===== src/rtl/contador_arbitro.sv =====
// Two-requester arbiter that grants a shared 3-bit up/down counter for a latched number of steps.
// Build option CONTADOR_ARBITRO_RR_EN: round-robin arbitration (default build is fixed priority, requester 0 first).
module contador_arbitro #(
    parameter int LEN_W = 3
) (
    input  logic             clk,
    input  logic             rst,
    input  logic             req0,
    input  logic             dir0,
    input  logic [LEN_W-1:0] len0,
    input  logic             req1,
    input  logic             dir1,
    input  logic [LEN_W-1:0] len1,
    output logic             gnt0,
    output logic             gnt1,
    output logic             done0,
    output logic             done1,
    output logic             busy,
    output logic             y0,
    output logic             y1,
    output logic             y2
);

    // state | meaning
    // IDLE  | no owner; waiting for req0/req1
    // RUN   | owner holds the counter; one step per edge while rem != 0
    // DONE  | owner's done pulse is high; returns to IDLE next edge
    typedef enum logic [1:0] {
        IDLE = 2'd0,
        RUN  = 2'd1,
        DONE = 2'd2
    } state_t;

    state_t           state, state_nx;
    logic [2:0]       cnt, cnt_nx;
    logic [LEN_W-1:0] rem, rem_nx;
    logic             dir_q, dir_nx;
    logic             owner, owner_nx;
    logic             gnt0_nx, gnt1_nx, done0_nx, done1_nx;
    logic             win;
    logic             grant;

    assign grant = (state == IDLE) && (req0 || req1);

`ifdef CONTADOR_ARBITRO_RR_EN
    logic last;

    // On a tie the requester not granted last wins
    assign win = (req0 && req1) ? ~last : req1;

    always_ff @(posedge clk) begin
        if (rst) begin
            last <= 1'b1;
        end else if (grant) begin
            last <= win;
        end
    end
`else
    assign win = req1 && !req0;
`endif

    always_comb begin
        state_nx = state;
        cnt_nx   = cnt;
        rem_nx   = rem;
        dir_nx   = dir_q;
        owner_nx = owner;
        gnt0_nx  = gnt0;
        gnt1_nx  = gnt1;
        done0_nx = 1'b0;
        done1_nx = 1'b0;
        case (state)
            IDLE: begin
                if (grant) begin
                    owner_nx = win;
                    dir_nx   = win ? dir1 : dir0;
                    rem_nx   = win ? len1 : len0;
                    gnt0_nx  = !win;
                    gnt1_nx  = win;
                    state_nx = RUN;
                end
            end
            RUN: begin
                if (rem != '0) begin
                    cnt_nx = dir_q ? cnt + 3'd1 : cnt - 3'd1;
                    rem_nx = rem - LEN_W'(1);
                end
                // rem of 1 is the final step; rem of 0 means a zero-length run
                if (rem <= LEN_W'(1)) begin
                    gnt0_nx  = 1'b0;
                    gnt1_nx  = 1'b0;
                    done0_nx = !owner;
                    done1_nx = owner;
                    state_nx = DONE;
                end
            end
            DONE: begin
                state_nx = IDLE;
            end
            default: begin
                state_nx = IDLE;
            end
        endcase
    end

    always_ff @(posedge clk) begin
        if (rst) begin
            state <= IDLE;
            cnt   <= 3'd0;
            rem   <= '0;
            dir_q <= 1'b0;
            owner <= 1'b0;
            gnt0  <= 1'b0;
            gnt1  <= 1'b0;
            done0 <= 1'b0;
            done1 <= 1'b0;
        end else begin
            state <= state_nx;
            cnt   <= cnt_nx;
            rem   <= rem_nx;
            dir_q <= dir_nx;
            owner <= owner_nx;
            gnt0  <= gnt0_nx;
            gnt1  <= gnt1_nx;
            done0 <= done0_nx;
            done1 <= done1_nx;
        end
    end

    assign busy = (state != IDLE);
    assign y0   = cnt[0];
    assign y1   = cnt[1];
    assign y2   = cnt[2];

endmodule


===== config.mk =====
export PLATFORM = sky130hd
export DESIGN_NAME = contador_arbitro
export DESIGN_NICKNAME = d
export VERILOG_FILES = /design/src/rtl/contador_arbitro.sv
export SDC_FILE = /design/constraint.sdc
export NUM_CORES = 1
export LEC_CHECK = 0
export CAP_MARGIN = 25
export CORE_UTILIZATION = 30
export DETAILED_ROUTE_END_ITERATION = 16
export MAX_ROUTING_LAYER = met4
export PLACE_DENSITY_LB_ADDON = 0.12
export SLEW_MARGIN = 10
export SYNTH_ARGS = -nofsm -noshare
export SYNTH_HDL_FRONTEND = slang
export SYNTH_SLANG_ARGS = --single-unit

===== constraint.sdc =====
create_clock -name clk -period 3.6 [get_ports clk]
set_input_delay 0.72 -clock clk [delete_from_list [all_inputs] [get_ports clk]]
set_output_delay 0.72 -clock clk [all_outputs]
set_load 0.01 [all_outputs]

==> out/results.ini <==
[clock_tree]
cts_tree = yes
clk_pin_slew_ps = 90
hold_buffers = 0
numCtsBuffers = 3
clock_sinks = 14
cts_root_buffer = clkbuf_4
cts.path.max_buffers = 2
ctsHtreeMaxLevel = 1
post_cts_buffers = 0
ctsResizeCount = 0
insertion_delay_ps = 280

[critical_path]
start_kind = register
arrival_ps = 1430
reg2reg_from = rem[0]
worstPathMaxFanout = 6
required_ps = 2880
worstSetupPathType = reg -> out
startpoint = state[1]
setup.worst_path.end_class = output pin

[grt]
grt-ovfl-total = 0
grt_max_degree = 15
grt_pass1_wl_mm = 2.50
antenna_found_initial = 0
grt_pass1_vias = 566
grt_usage = 0.134

[drt]
ant_nets = 0
drc = 0
wl_per_cell_um = 11.6
firstDrtPassIters = 2
vias_per_cell = 4.67
drtIter0Drc = 14
vias = 593
drt-total-wl_mm = 1.47

[die]
pin_count = 20
die_x_um = 51.0
dieArea_um2 = 2600
start_util = 0.323
coreArea_um2 = 2230
fp.dieH_um = 51.0
rows = 17

[pwr]
p_per_area_nw_per_um2 = 548
peakVddDrop_v = 0.000255
total_power_uw = 536
leakage_uw = 0.000376

[layout]
ff_latch_area_um2 = 280
num-fill-cells = 226
diodes = 0
drive_gt1_frac = 0.111
final_common_cell = clkdlybuf4s50_1
nets = 116
multi_input_area_um2 = 414
layout_common_cells = clkdlybuf4s50_1 (19), dfxtp_1 (14), nor2_1 (11)
syn2layout_area_growth_pct = 35.8

[timing]
slew_headroom = 0.651
grt_setup_unrepaired = false
worst_slew_pin_slew_ps = 522
skew_ps = 3.67
finalCritPeriodShare = 0.598
hold_violations = 0
period_minus_slack_ps = 2150
maxSlewViolCount = 0
tns_ps = 0
worst_hold_slack_ps = 476
setup_viol = 0
timing.fmax_mhz = 465

[placed_design]
dp_hpwl_mm = 1.13
routabilityCongestion = 0.772
portBuffers = 19

[yosys]
synthCells = 77
yosys_warnings = 0
syn_area_um2 = 721
synth_seq_area_share = 0.389
synthesis.nets = 93
synth_area_per_cell_um2 = 9.36
synth_seq_cells = 14
synthDistinctLibCells = 33

[job]
maxCapViolCount = 0

[worst_hold_path]
hold_path.class = reg -> reg
min_from = owner

[outcome]
outcome = completed

==> worst paths after layout <==
path,endpoint,slack [ps],cells after the start
setup / recovery,busy,1450,3
hold / removal,done0,480,1
setup reg to reg,rem[2],2040,6
hold reg to reg,done0,480,1
==> synth_stat cells, drive strengths merged <==
library cell | count | area share
dfxtp | 14 | 0.39
nor2 | 12 | 0.073
inv | 6 | 0.031
nand2 | 5 | 0.026
a21oi | 4 | 0.028
o21ai | 4 | 0.028
ha | 3 | 0.052
nand2b | 3 | 0.030
a211oi | 2 | 0.021
mux2 | 2 | 0.031
mux2i | 2 | 0.028
nor2b | 2 | 0.028
nor3 | 2 | 0.021
o2111ai | 2 | 0.024
xnor2 | 2 | 0.024
a211o | 1 | 0.012
a221oi | 1 | 0.012
a22oi | 1 | 0.010
a32oi | 1 | 0.012
and2 | 1 | 0.0087
and2b | 1 | 0.010
clkbuf | 1 | 0.0052
fa | 1 | 0.028
nor3b | 1 | 0.017
o22ai | 1 | 0.028
o31ai | 1 | 0.010
xor2 | 1 | 0.012
==> report_power, final <==
part / internal [uW] / switching (uW)
clock network: 61.5 / 52.0
registers: 184 / 25.2
logic: 105 / 109
==> cells by family after synthesis <==
group / count (synthesis) / share of synthesized area
and+or+nand+nor: 27 / 0.214
AOI/OAI and AO/OA: 18 / 0.186
DFF: 14 / 0.389
buffers and inverters: 7 / 0.0365
muxes: 4 / 0.0590
adders and majority gates: 4 / 0.0799
xor gates and xnor gates: 3 / 0.0365
==> stage by stage <==
stage	utilization	worst slack, ps	instances	area [um^2]
2_1_floorplan	-	2020	77	721
3_3_place_gp	0.422	1390	123	942
3_5_place_dp	0.422	1340	123	942
4_1_cts	0.438	1440	127	978
5_1_grt	0.438	1390	127	978
6_report	0.438	1450	127	978
==> area by class of cell <==
class / count / area share
clock buffers: 4 / 0.0371
inverters: 6 / 0.0230
multi-input cells: 56 / 0.423
flip-flops and latches: 14 / 0.286
well taps: 28 / 0.0358
repair buffers: 19 / 0.194
==> registers in the layout (all words and copies together) (netlist names) <==
name and flops:
cnt 3, dir_q 1, done0 1, done1 1, gnt0 1, gnt1 1, owner 1, rem 3
state 2
==> metal layers <==
metal	up-vias	routed length (um)	global-route usage	share of wire
met5	-	0	-	0
met4	0	12	0.0694	0.0082
met3	2	29	0.0268	0.020
met2	6	718	0.204	0.49
met1	276	708	0.167	0.48
li1	309	-	-	-
==> critical path, cell delays in order, from the launching register on <==
cell and delay (ps):
dfxtp_1 430, nor2_4 80, inv_2 100, clkdlybuf4s50_1 540
No activity file was read; power rests on OpenSTA's default activity.
